File: config.mk
export PLATFORM = sky130hd
export DESIGN_NAME = wb_arb
export DESIGN_NICKNAME = d
export VERILOG_FILES = /design/src/rtl/wb_pkg.sv /design/src/rtl/wb_skid.sv /design/src/rtl/wb_arb.sv
export SDC_FILE = /design/constraint.sdc
export NUM_CORES = 1
export LEC_CHECK = 0
export CAP_MARGIN = 20
export CORE_MARGIN = 5
export CORE_UTILIZATION = 31
export DETAILED_ROUTE_END_ITERATION = 8
export PLACE_DENSITY = 0.61
export SLEW_MARGIN = 10
export SYNTH_ARGS = -nofsm -noshare
export SYNTH_HDL_FRONTEND = slang
export SYNTH_SLANG_ARGS = --single-unit
File: constraint.sdc
create_clock -name clk -period 4.85 [get_ports clk]
set_input_delay 0.7275 -clock clk [delete_from_list [all_inputs] [get_ports clk]]
set_output_delay 0.7275 -clock clk [all_outputs]
set_load 0.02 [all_outputs]
File: src/rtl/wb_pkg.sv
// Shared types for the writeback arbiter: the result entry carried from each
// source to the ROB/register file, the source identifier and field widths.
package wb_pkg;

  localparam int ECAUSE_W = 5;
  localparam int ROBID_W  = 7;
  localparam int RD_W     = 6;
  localparam int RESULT_W = 32;

  typedef struct packed {
    logic                error;
    logic [ECAUSE_W-1:0] ecause;
    logic [ROBID_W-1:0]  robid;
    logic [RD_W-1:0]     rd;
    logic [RESULT_W-1:0] result;
  } wb_entry_t;

  localparam int ENTRY_W = $bits(wb_entry_t);

  typedef enum logic {
    SRC_MCALU = 1'b0,
    SRC_ALU   = 1'b1
  } src_t;

endpackage

File: src/rtl/wb_skid.sv
// One-entry holding buffer in front of the writeback arbiter. A load in the
// same cycle as a grant replaces the departing entry, sustaining 1 result/cycle.
module wb_skid
  import wb_pkg::*;
(
  input  logic               clk,
  input  logic               rst,
  input  logic               load,
  input  logic               grant,
  input  logic               flush,
  input  logic [ENTRY_W-1:0] din,
  output logic               valid,
  output logic [ENTRY_W-1:0] dout
);

  always_ff @(posedge clk or negedge rst) begin
    if (!rst) begin
      valid <= 1'b0;
    end else if (flush) begin
      valid <= 1'b0;
    end else if (load) begin
      valid <= 1'b1;
    end else if (grant) begin
      valid <= 1'b0;
    end
  end

  // Payload carries no reset; it is only meaningful while valid is set.
  always_ff @(posedge clk) begin
    if (load && !flush) begin
      dout <= din;
    end
  end

endmodule

File: src/rtl/wb_arb.sv
// Two-source writeback arbiter with per-source skid buffers and a registered
// output. Define WB_ARB_RR_EN for round-robin; default is fixed mcalu priority.
module wb_arb
  import wb_pkg::*;
(
  input  logic                clk,
  input  logic                rst,
  input  logic                mcalu_valid,
  input  logic                mcalu_error,
  input  logic [ECAUSE_W-1:0] mcalu_ecause,
  input  logic [ROBID_W-1:0]  mcalu_robid,
  input  logic [RD_W-1:0]     mcalu_rd,
  input  logic [RESULT_W-1:0] mcalu_result,
  output logic                wb_mcalu_stall,
  input  logic                alu_valid,
  input  logic                alu_error,
  input  logic [ECAUSE_W-1:0] alu_ecause,
  input  logic [ROBID_W-1:0]  alu_robid,
  input  logic [RD_W-1:0]     alu_rd,
  input  logic [RESULT_W-1:0] alu_result,
  output logic                wb_alu_stall,
  output logic                wb_valid,
  output logic                wb_error,
  output logic [ECAUSE_W-1:0] wb_ecause,
  output logic [ROBID_W-1:0]  wb_robid,
  output logic [RD_W-1:0]     wb_rd,
  output logic [RESULT_W-1:0] wb_result,
  input  logic                rob_flush
);

  wb_entry_t m_in, a_in, m_ent, a_ent, wb_q;
  logic      m_bv, a_bv, m_load, a_load, grant_m, grant_a;

  assign m_in = {mcalu_error, mcalu_ecause, mcalu_robid, mcalu_rd, mcalu_result};
  assign a_in = {alu_error, alu_ecause, alu_robid, alu_rd, alu_result};

`ifdef WB_ARB_RR_EN
  src_t ptr;

  always_comb begin
    grant_m = 1'b0;
    grant_a = 1'b0;
    if (ptr == SRC_MCALU) begin
      grant_m = m_bv;
      grant_a = a_bv && !m_bv;
    end else begin
      grant_a = a_bv;
      grant_m = m_bv && !a_bv;
    end
  end

  // A flushed cycle's grant is discarded, so it does not rotate the pointer.
  always_ff @(posedge clk or negedge rst) begin
    if (!rst) begin
      ptr <= SRC_MCALU;
    end else if (!rob_flush) begin
      if (ptr == SRC_MCALU && grant_m) begin
        ptr <= SRC_ALU;
      end else if (ptr == SRC_ALU && grant_a) begin
        ptr <= SRC_MCALU;
      end
    end
  end
`else
  assign grant_m = m_bv;
  assign grant_a = a_bv && !m_bv;
`endif

  // Stalls depend only on buffer valids and the pointer, never on inputs.
  assign wb_mcalu_stall = m_bv && !grant_m;
  assign wb_alu_stall   = a_bv && !grant_a;
  assign m_load         = mcalu_valid && !wb_mcalu_stall;
  assign a_load         = alu_valid && !wb_alu_stall;

  wb_skid u_skid_mcalu (
    .clk   (clk),
    .rst   (rst),
    .load  (m_load),
    .grant (grant_m),
    .flush (rob_flush),
    .din   (m_in),
    .valid (m_bv),
    .dout  (m_ent)
  );

  wb_skid u_skid_alu (
    .clk   (clk),
    .rst   (rst),
    .load  (a_load),
    .grant (grant_a),
    .flush (rob_flush),
    .din   (a_in),
    .valid (a_bv),
    .dout  (a_ent)
  );

  always_ff @(posedge clk or negedge rst) begin
    if (!rst) begin
      wb_valid <= 1'b0;
    end else begin
      wb_valid <= !rob_flush && (grant_m || grant_a);
    end
  end

  always_ff @(posedge clk) begin
    if (grant_m) begin
      wb_q <= m_ent;
    end else if (grant_a) begin
      wb_q <= a_ent;
    end
  end

  assign wb_error  = wb_q.error;
  assign wb_ecause = wb_q.ecause;
  assign wb_robid  = wb_q.robid;
  assign wb_rd     = wb_q.rd;
  assign wb_result = wb_q.result;

endmodule
After elaboration in Yosys (flattened, before gate mapping) --
Index checks and enable logic that the tools add are counted. W data, S select, Z words.
Word-level totals: output and inout bits 54, register bits 156, input bits 107, word-level logic and storage cells 30
Cells by class: mux-type cells 7, reduce and logical (&&, ||, !) cells 13
Operators by type and width (number):
- $mux W51 | 2
- $logic_and A1 B1 Y1 | 6
- $mux W1 | 5
- $logic_not A1 Y1 | 4
- $reduce_bool A3 Y1 | 1
- $reduce_bool A2 Y1 | 1
- $logic_or A1 B1 Y1 | 1

Longest topological paths before layout --
Gate-level depths: netlist of run 1.
depth after elaboration 8, gate-level depth with buffers 4

Cells and area by module --
From an unflattened synthesis of run 1, not the netlist that was laid out.
Second synthesis, totals: cell total of the unflattened synthesis 228, area total of the unflattened synthesis 5529.1 µm²
By module, submodules not included:
- wb_skid | cells each 56, times used 2, area an instance 1579.0 µm², seq. area each 1556.5 µm²
- wb_arb | cells each 116, times used 1, area an instance 2371.0 µm², seq. area each 1556.5 µm²

Worst setup path before layout of run 1 --
OpenSTA, ideal clock, no wires.
path type flip-flop to flip-flop, start reg u_skid_mcalu.valid, end reg u_skid_alu.dout[0] (enable), setup time 534 ps, path buffers 1, clock period less this slack 5055 ps, arrival 4521 ps, cell stages (with the launch flop) 4, slack -205 ps, path through dfrtp_1 -> buf_6 -> and2_1 -> nor3b_1
Between the ends: cells in the longest elaborated chain, start to end 7
Ends and longest elaborated chain:
- start: declaration | line wb_skid.sv:12 | output logic valid,
- start signal: assignment | line wb_skid.sv:18 | valid <= 1'b0;
- start signal: assignment | line wb_skid.sv:20 | valid <= 1'b0;
- start signal: assignment | line wb_skid.sv:22 | valid <= 1'b1;
- $logic_not A1 Y1
- $logic_and A1 B1 Y1 | line wb_arb.sv:66 | assign grant_a = a_bv && !m_bv;
- $logic_not A1 Y1 | line wb_arb.sv:71 | assign wb_alu_stall = a_bv && !grant_a;
- $logic_and A1 B1 Y1 | line wb_arb.sv:71
- net wb_alu_stall | line wb_arb.sv:21 | output logic wb_alu_stall,
- $logic_not A1 Y1 | line wb_arb.sv:73 | assign a_load = alu_valid && !wb_alu_stall;
- $logic_and A1 B1 Y1 | line wb_arb.sv:73
- $logic_and A1 B1 Y1 | line wb_skid.sv:30 | if (load && !flush) begin
- end signal: assignment | line wb_skid.sv:31 | dout <= din;
- end: declaration | line wb_skid.sv:13 | output logic [ENTRY_W-1:0] dout
The timed path passes the listed nets, and every way through them passes these cells. A chain may end at the register's enable or synchronous reset.

Final worst setup path of run 1 --
start reg u_skid_mcalu.valid, end out wb_alu_stall
Between the ends: cells in the longest elaborated chain, start to end 4
Ends and longest elaborated chain (line):
- $logic_not A1 Y1
- $logic_and A1 B1 Y1 | wb_arb.sv:66
- $logic_not A1 Y1 | wb_arb.sv:71
- $logic_and A1 B1 Y1 | wb_arb.sv:71
- end: declaration | wb_arb.sv:21
Every way passes these cells.

==> metrics.txt, run 1 <==
Ports=161; crit path cell chain=and2_1 -> clkdlybuf4s50_1; Worst Tran Pin Value=0.955 ns; CP max-delay cell=clkdlybuf4s50_1; H-tree levels=4; Die Y=144 um; DP Wirelength=7180 um; TNS Setup=0 ns; layout cell share with drive strength beyond 1=21.7%; Yosys reg bits=156; VDD IR-drop max=0.241 mV; Die Width=144 um; total number of vias=2610; vias in the first global route=2890; GPL Wtd Cong=0.695; GRT Residual Overflow=0; post-DR vias/cell=4.08; Psw=0.654 mW; Worst slew margin=36.3%; post-synth top area cell=edfxtp_1; main flop type after synthesis=edfxtp_1; IO buf count=159; Hold Buf Count CTS=0; core area=17800 sq um; initial core utilization=31.3%; first-pass GRT wire length=16100 um; crit start category=flip-flop; Detail Route Antenna Nets=0; status=finished clean; RSZ-0062 raised after global routing=false; clock slew at reported path FFs=0.06 ns; DRC=0; ys async rst share=1.92%; Avg WL per Cell=17.0 um; Die ar.=20800 sq um; Static Leak=2.83 nW; fin crit share=49.4%; clk_skew=0.0115 ns; area of the multi-input gates=822 sq um; Worst Path Buf+Inv=1; Worst path max stage delay=0.64 ns; worst min path class=primary input to async pin; Setup crit start=u_skid_mcalu.valid; largest net degree at the start of global routing=52; final hold viol count=0; clk root buf=clkbuf_16; final worst slack=2.45 ns; PD cells=407 nW/um^2; worst setup path endpoint=wb_alu_stall; Max FO, Critical Path=4; Worst R2R Start=u_skid_mcalu.valid; Routed WL=10800 um; clock share of power=41.6%; number of synthesized flops with an enable pin=153; Final nets=504; DRT Pass-1 Iters=4; Crit. path cell count=2; top cells by count, synth=153 x edfxtp_1, 49 x mux2_4, 5 x buf_12; Syn Nets=329; Tmin final=2.40 ns; synthesized instance count=222; yosys warns=0; number of buffers created by CTS=17; WS Path Type=flip-flop to primary output; register share of total power=49.2%; CTS tree=built; Longest Clk Path Bufs=2; cell-internal power=2.61 mW; syn avg cell area=25.2 sq um; share of the synthesized area in the top cell type=82.2%; clk_lat worst skew=0.42 ns; post-synth cell types=14; DR iter-0 viols=89; FF-to-FF path depth=2; post-cts gate resize count=0; Worst path top cell family by delay=buffers and inverters; gr usage total=10.8%; Seq/Total Area, Yosys=83.5%; DP Worst Slack=1.98 ns; initial antenna violation count=0; # Max-Cap Violations=0; FF-to-FF End=wb_ecause[1]; Post-CTS Setup Inserts=0; CP required=4.12 ns; area grow syn2layout=43.4%; FILL cells=1513; # setup viols final=0; CP endpoint kind=primary output; internal reg-to-reg setup slack=3.01 ns; count leader, synth=edfxtp_1; # clock sinks=156; Post-Syn Area=5590 sq um; Area contributors post-synth=edfxtp_1 82%, mux2_4 13%, buf_12 1.8%, dfrtp_1 1.3%, mux2_2 0.40%; Data arrival, critical path=1.67 ns; Antenna Diode Count=0; row cnt=49; Final Max Tran Viols=0; switching share of power=20.0%; Gate power share=9.3%; FF+latch area=4670 sq um; Fmax achieved=417 MHz
-- sequential cells by signal (all words and copies together), names as in the netlist, 5 cells and up --
name,cells
u_skid_alu.dout,51
u_skid_mcalu.dout,51
wb_ecause,5
wb_rd,6
wb_result,32
wb_robid,7
-- power by group through the flow --
stage	sequential [mW]	combinational, mW	clock, mW
3_3_place_gp	1.63	0.306	0
3_5_place_dp	1.63	0.310	0
6_report	1.60	0.303	1.36
4_1_cts	1.61	0.311	1.41
2_1_floorplan	1.67	0.0945	0
5_1_grt	1.61	0.321	1.46
-- placed cells by master, fill, tap and decap left out, types with 2 or more instances in the layout --
| cell | instances |
|---|---|
| clkdlybuf4s50_1 | 159 |
| edfxtp_1 | 153 |
| mux2_4 | 49 |
| clkbuf_16 | 17 |
| buf_4 | 4 |
| clkbuf_8 | 3 |
| bufinv_16 | 3 |
| clkinvlp_4 | 3 |
| mux2_2 | 2 |
| clkinv_2 | 2 |
| clkbuf_1 | 2 |
| dfrtp_1 | 2 |
-- cell families (layout without fill, tap and decap cells) --
logic type	count (synthesis)	after routing	share of synthesized area (%)
AO/OA/AOI/OAI	1	1	0.0894
flip-flops	156	156	83.5
other	1	1	0.0671
AND/OR/NAND/NOR	6	6	0.649
buffers and inverters	7	195	2.13
multiplexers	51	51	13.6
-- worst min-delay path by stage --
stage | endpoint | slack, ns | cells past startpoint
finish | wb_valid | 0.49 | 1
global route | wb_valid | 0.48 | 1
CTS | u_skid_mcalu.valid | 0.46 | 1
global placement | u_skid_alu.valid | 0.51 | 2
floorplan | u_skid_alu.valid | 0.43 | 0
detailed placement | u_skid_alu.valid | 0.52 | 2
-- routing by layer --
| metal | up-vias | part of all wire [%] | GRT usage [%] |
|---|---|---|---|
| li1 | 1230 | - | - |
| met1 | 1261 | 40 | 12.8 |
| met2 | 106 | 51 | 17.6 |
| met3 | 13 | 8.0 | 4.53 |
| met4 | 0 | 1.5 | 4.12 |
| met5 | - | 0 | 0 |
-- worst register-to-register path: stages (launching register included) --
cell and delay, ns:
dfrtp_4 0.41, buf_4 0.73, mux2_2 0.45
-- layout make-up --
type	count	share of cell area (%)
clock inverters	10	1.75
multi-input cells	59	10.3
repair buffers	163	20.2
flip-flops and latches	156	58.3
clock buffers	22	5.91
well taps	229	3.57
-- per-stage QoR --
stage	util [%]	total power [mW]	area, sq um	cells	hold slack (ns)
2_1_floorplan	-	1.77	5600	222	0.432
3_3_place_gp	41.5	1.94	7400	607	0.512
3_5_place_dp	41.5	1.94	7400	607	0.525
4_1_cts	44.9	3.32	8020	639	0.462
5_1_grt	44.9	3.40	8020	639	0.482
6_report	44.9	3.26	8020	639	0.488
No activity file was read; power rests on OpenSTA's default activity.
==> run 2, diff against run 1 <==
==> constraint.sdc (replaced) <==
create_clock -name clk -period 1.95 [get_ports clk]
set_input_delay 0.2925 -clock clk [delete_from_list [all_inputs] [get_ports clk]]
set_output_delay 0.2925 -clock clk [all_outputs]
set_load 0.02 [all_outputs]
==> run 2 against run 1 <==
Effect of this change:
- wire length about the same
- sequential cell count unchanged
- hold slack worse by 0.43 ns
- worst setup slack worse by 2.2 ns
- sequential power up 150%
- non-clock buffer count up 4
- die area unchanged
- first-iteration DRC count up 64%
- count of clock-buffer cells in the layout down 5
- critical path type unchanged
- largest cell class unchanged
- largest power group unchanged
- highest routed layer unchanged
==> metrics.txt, run 2 (same netlist as run 1, synthesis figures left out) <==
TNS Setup=0 ns; VDD IR-drop max=0.579 mV; initial antenna violation count=0; clock share of power=39.3%; area of the multi-input gates=825 sq um; core area=17800 sq um; GR Util met3=4.56%; Worst path top cell family by delay=buffers and inverters; CP max-delay cell=clkdlybuf4s50_1; area grow syn2layout=44.0%; # setup viols final=0; CP endpoint kind=primary output; Die ar.=20800 sq um; Antenna Diode Count=0; layout cell share with drive strength beyond 1=22.2%; DR iter-0 viols=146; IO buf count=159; FF+latch area=4670 sq um; total number of vias=2600; number of buffers created by CTS=17; gr usage total=10.8%; internal reg-to-reg setup slack=0.42 ns; register share of total power=50.8%; # clock sinks=156; GPL Wtd Cong=0.729; switching share of power=20.5%; Final Max Tran Viols=0; H-tree levels=4; Avg WL per Cell=16.9 um; DRT Pass-1 Iters=4; Static Leak=2.85 nW; CTS tree=built; PD cells=976 nW/um^2; worst min path class=primary input to async pin; DRC=0; Final nets=508; cell-internal power=6.25 mW; most frequent cells in the layout=158 x clkdlybuf4s50_1, 153 x edfxtp_1, 49 x mux2_4, 17 x clkbuf_16, 6 x clkinv_2; largest net degree at the start of global routing=37; GRT busiest layer=met2; met2 Usage GRT=16.6%; Die Width=144 um; crit start category=flip-flop; clk root buf=clkbuf_16; Routed WL=10800 um; GRT Residual Overflow=0; Die Y=144 um; Fmax achieved=586 MHz; Psw=1.61 mW; clk_lat worst skew=0.41 ns; RSZ-0062 raised after global routing=false; initial core utilization=31.3%; DP Worst Slack=0.221 ns; fin crit share=87.5%; FILL cells=1512; Tmin final=1.71 ns; Max FO, Critical Path=1; Detail Route Antenna Nets=0; Longest Clk Path Bufs=2; most common cell after layout, fill and taps aside=clkdlybuf4s50_1; first-pass GRT wire length=16400 um; Worst path max stage delay=0.62 ns; vias in the first global route=3009; # Max-Cap Violations=0; final worst slack=0.244 ns; crit path cell chain=clkdlybuf4s50_1; Worst Path Buf+Inv=1; clk_skew=0.00567 ns; Ports=161; clock slew at reported path FFs=0.06 ns; Data arrival, critical path=1.41 ns; WS Path Type=flip-flop to primary output; CP required=1.66 ns; Post-CTS Setup Inserts=0; final hold viol count=0; DP Wirelength=7830 um; met1 Resource Use GR=13.7%; status=finished clean; post-DR vias/cell=4.04; row cnt=49; Gate power share=9.8%
[run 2: cell count changes in the layout (fill, tap and decap cells not counted), sizes merged]
cell,before,now
buf,4,8
dlygate4sd2,0,1
clkinvlp,3,2
bufinv,3,2
clkinv,3,10
clkbuf,22,17
clkdlybuf4s50,159,158
[run 2: final timing paths]
| path | depth (start not counted) | from | endpoint |
|---|---|---|---|
| max in group asynchronous | 1 | rst | u_skid_mcalu.valid |
| worst max-delay path | 1 | wb_rd[1] | wb_rd[1] |
| worst min register to register | 1 | u_skid_alu.dout[41] | wb_robid[3] |
| worst max register to register | 3 | u_skid_mcalu.valid | u_skid_alu.dout[2] |
| min in group clk | 1 | mcalu_result[17] | u_skid_mcalu.dout[17] |
| worst min-delay path | 1 | rst | u_skid_mcalu.valid |
[run 2: metal layers]
layer	share of wire, %	vias up	routed length [um]
met3	8.5	13	918
met5	0	-	0
met4	1.4	0	157
li1	-	1239	-
met2	49	104	5270
met1	41	1244	4500
[run 2: final cells by class]
cell class / count / area share, %
clock inverters: 15 / 1.60
clock buffers: 17 / 5.28
repair buffers: 167 / 21.3
multi-input cells: 59 / 10.2
well taps: 229 / 3.56
flip-flops and latches: 156 / 58.0
[run 2: timing repair]
item | CTS | global route
hold buffers | 0 | 0
gates resized for setup | 1 | 0
setup endpoints to repair | 1 | 0
[run 2: power groups by stage]
| stage | clock network [mW] | registers, mW | logic, mW |
|---|---|---|---|
| floorplan | 0 | 4.16 | 0.238 |
| global placement | 0 | 4.06 | 0.779 |
| detailed placement | 0 | 4.07 | 0.789 |
| CTS | 3.18 | 4.00 | 0.791 |
| global route | 3.33 | 4.01 | 0.820 |
| finish | 3.09 | 3.99 | 0.774 |
[run 2: stage by stage]
stage / cell area, sq um / hold slack [ns] / cells / total power, mW / utilization, %
3_3_place_gp: 7500 / 0.484 / 611 / 4.84 / 42.0
5_1_grt: 8050 / 0.0403 / 643 / 8.16 / 45.1
2_1_floorplan: 5610 / -0.00309 / 222 / 4.40 / -
4_1_cts: 8050 / 0.0342 / 643 / 7.97 / 45.1
6_report: 8050 / 0.0603 / 643 / 7.86 / 45.1
3_5_place_dp: 7500 / 0.489 / 611 / 4.85 / 42.0
[run 2: worst register-to-register path, delay by kind of cell (launching register included)]
family	cells	cell delay, ns
DFF	1	0.50
and+or+nand+nor	2	0.46
buffers and inverters	1	0.24
==> run 3, diff against run 2 <==
--- a/config.mk
+++ b/config.mk
@@ -9,7 +9,8 @@
 export CORE_MARGIN = 5
 export CORE_UTILIZATION = 31
 export DETAILED_ROUTE_END_ITERATION = 8
-export PLACE_DENSITY = 0.61
+export PLACE_DENSITY = 0.56
+export SKIP_CTS_REPAIR_TIMING = 1
 export SLEW_MARGIN = 10
 export SYNTH_ARGS = -nofsm -noshare
 export SYNTH_HDL_FRONTEND = slang
==> run 3 against run 2 <==
Effect of this change:
- critical path depth did not move
- via count rose by 0.85%
- sequential share of layout area fell by 0.13 points
- die area did not move
- power rose by 3.0%
- final cell count fell by 0.62%
- clock power rose by 7.8%
- count of clock-buffer cells in the layout rose by 6
- sequential cell count did not move
- worst setup slack improved by 0.018 ns
- core utilization rose by 0.098 points
- critical endpoint is now wb_valid
- highest routed layer unchanged
==> metrics.txt, run 3 (same netlist as run 1, synthesis figures left out) <==
Data arrival, critical path=1.40 ns; row cnt=49; core area=17800 sq um; clock slew at reported path FFs=0.06 ns; clk root buf=clkbuf_16; Routed WL=10800 um; DRC=0; layout cell share with drive strength beyond 1=20.7%; worst setup path endpoint=wb_valid; H-tree levels=4; FF+latch area=4670 sq um; most common cell after layout, fill and taps aside=clkdlybuf4s50_1; post-DR vias/cell=4.10; Setup crit start=wb_valid; design area=8070 sq um; most frequent cells in the layout=158 x clkdlybuf4s50_1, 153 x edfxtp_1, 49 x mux2_4, 17 x clkbuf_16, 6 x clkbuf_1; Longest Clk Path Bufs=2; largest net degree at the start of global routing=53; Worst path top cell family by delay=buffers and inverters; Worst Path Buf+Inv=1; Fmax achieved=592 MHz; VDD IR-drop max=0.583 mV; # setup viols final=0; first-pass GRT wire length=15600 um; Final nets=505; total number of vias=2622; CP max-delay cell=clkdlybuf4s50_1; area of the multi-input gates=825 sq um; FF-to-FF path depth=3; PD cells=1000 nW/um^2; internal reg-to-reg setup slack=0.44 ns; Avg WL per Cell=16.9 um; Static Leak=2.86 nW; CP endpoint kind=primary output; Die Y=144 um; vias in the first global route=2850; Antenna Diode Count=0; DP Worst Slack=0.212 ns; DRT Pass-1 Iters=4; initial antenna violation count=0; clk_lat worst skew=0.41 ns; Ports=161; GRT Residual Overflow=0; WS Path Type=flip-flop to primary output; Post-DP Area=7480 sq um; Die ar.=20800 sq um; fin crit share=86.6%; Crit. path cell count=1; Max FO, Critical Path=1; crit start category=flip-flop; CTS tree=built; DP Wirelength=7230 um; RSZ-0062 raised after global routing=false; clk_skew=0.00581 ns; # clock sinks=156; initial core utilization=31.3%; number of buffers created by CTS=17; FF-to-FF End=u_skid_alu.dout[5]; GPL Wtd Cong=0.690; area grow syn2layout=44.3%; FILL cells=1502; Tmin final=1.69 ns; CP required=1.66 ns; final worst slack=0.262 ns; worst min path class=primary input to async pin; DR iter-0 viols=66; status=finished clean; Worst path max stage delay=0.64 ns; final hold viol count=0; crit path cell chain=clkdlybuf4s50_1; Final Max Tran Viols=0; # Max-Cap Violations=0; Die Width=144 um; gr usage total=10.5%; IO buf count=159; Detail Route Antenna Nets=0; Worst R2R Start=u_skid_mcalu.valid
==> run 3: cell types whose count changed in the layout (fill, tap and decap cells not counted) <==
| cell | change |
|---|---|
| buf_4 | -3 |
| bufinv_16 | +2 |
| clkbuf_1 | +6 |
| clkinv_1 | -3 |
| clkinv_2 | -4 |
| clkinv_4 | +1 |
| clkinvlp_4 | -2 |
| dlygate4sd2_1 | -1 |
| dlymetal6s2s_1 | +1 |
| inv_6 | -1 |
==> run 3: final cells by class <==
cell class,instances,share of cell area [%]
sequential,156,57.9
timing repair buffer,164,21.0
multi-input combinational,59,10.2
clock buffer,23,5.55
tap,229,3.55
clock inverter,8,1.77
==> run 3: per-layer routing <==
metal	share of wire, %	vias up	track usage [%]
met4	0.99	0	3.39
met2	50	97	16.6
met5	0	-	0
met1	42	1281	12.9
li1	-	1235	-
met3	7.4	9	4.56
==> run 3: metrics by stage <==
step / setup TNS, ns / utilization [%] / power, mW / std cells / hold WS (ns)
2_1_floorplan: -33.59 / - / 4.40 / 222 / -0.00309
3_3_place_gp: 0 / 41.9 / 4.83 / 608 / 0.492
3_5_place_dp: 0 / 41.9 / 4.85 / 608 / 0.491
4_1_cts: 0 / 45.2 / 8.20 / 639 / 0.0414
5_1_grt: 0 / 45.2 / 8.39 / 639 / 0.0453
6_report: 0 / 45.2 / 8.09 / 639 / 0.0614
==> run 3: where the power goes <==
part / switching (mW) / leakage (nW) / internal, mW
clock: 1.20 / 0.287 / 2.13
sequential: 0.0574 / 1.49 / 3.93
combinational: 0.315 / 1.09 / 0.458
total: 1.57 / 2.86 / 6.52
==> run 3: worst min path at each step <==
stage                     startpoint  cells after the start  slack, ns               end
after global routing             rst                      1       0.05          wb_valid
after floorplan                  rst                      0     -0.003  u_skid_alu.valid
final                            rst                      1       0.06  u_skid_alu.valid
after detailed placement         rst                      1       0.49  u_skid_alu.valid
after CTS                        rst                      1       0.04          wb_valid
after global placement           rst                      1       0.49  u_skid_alu.valid
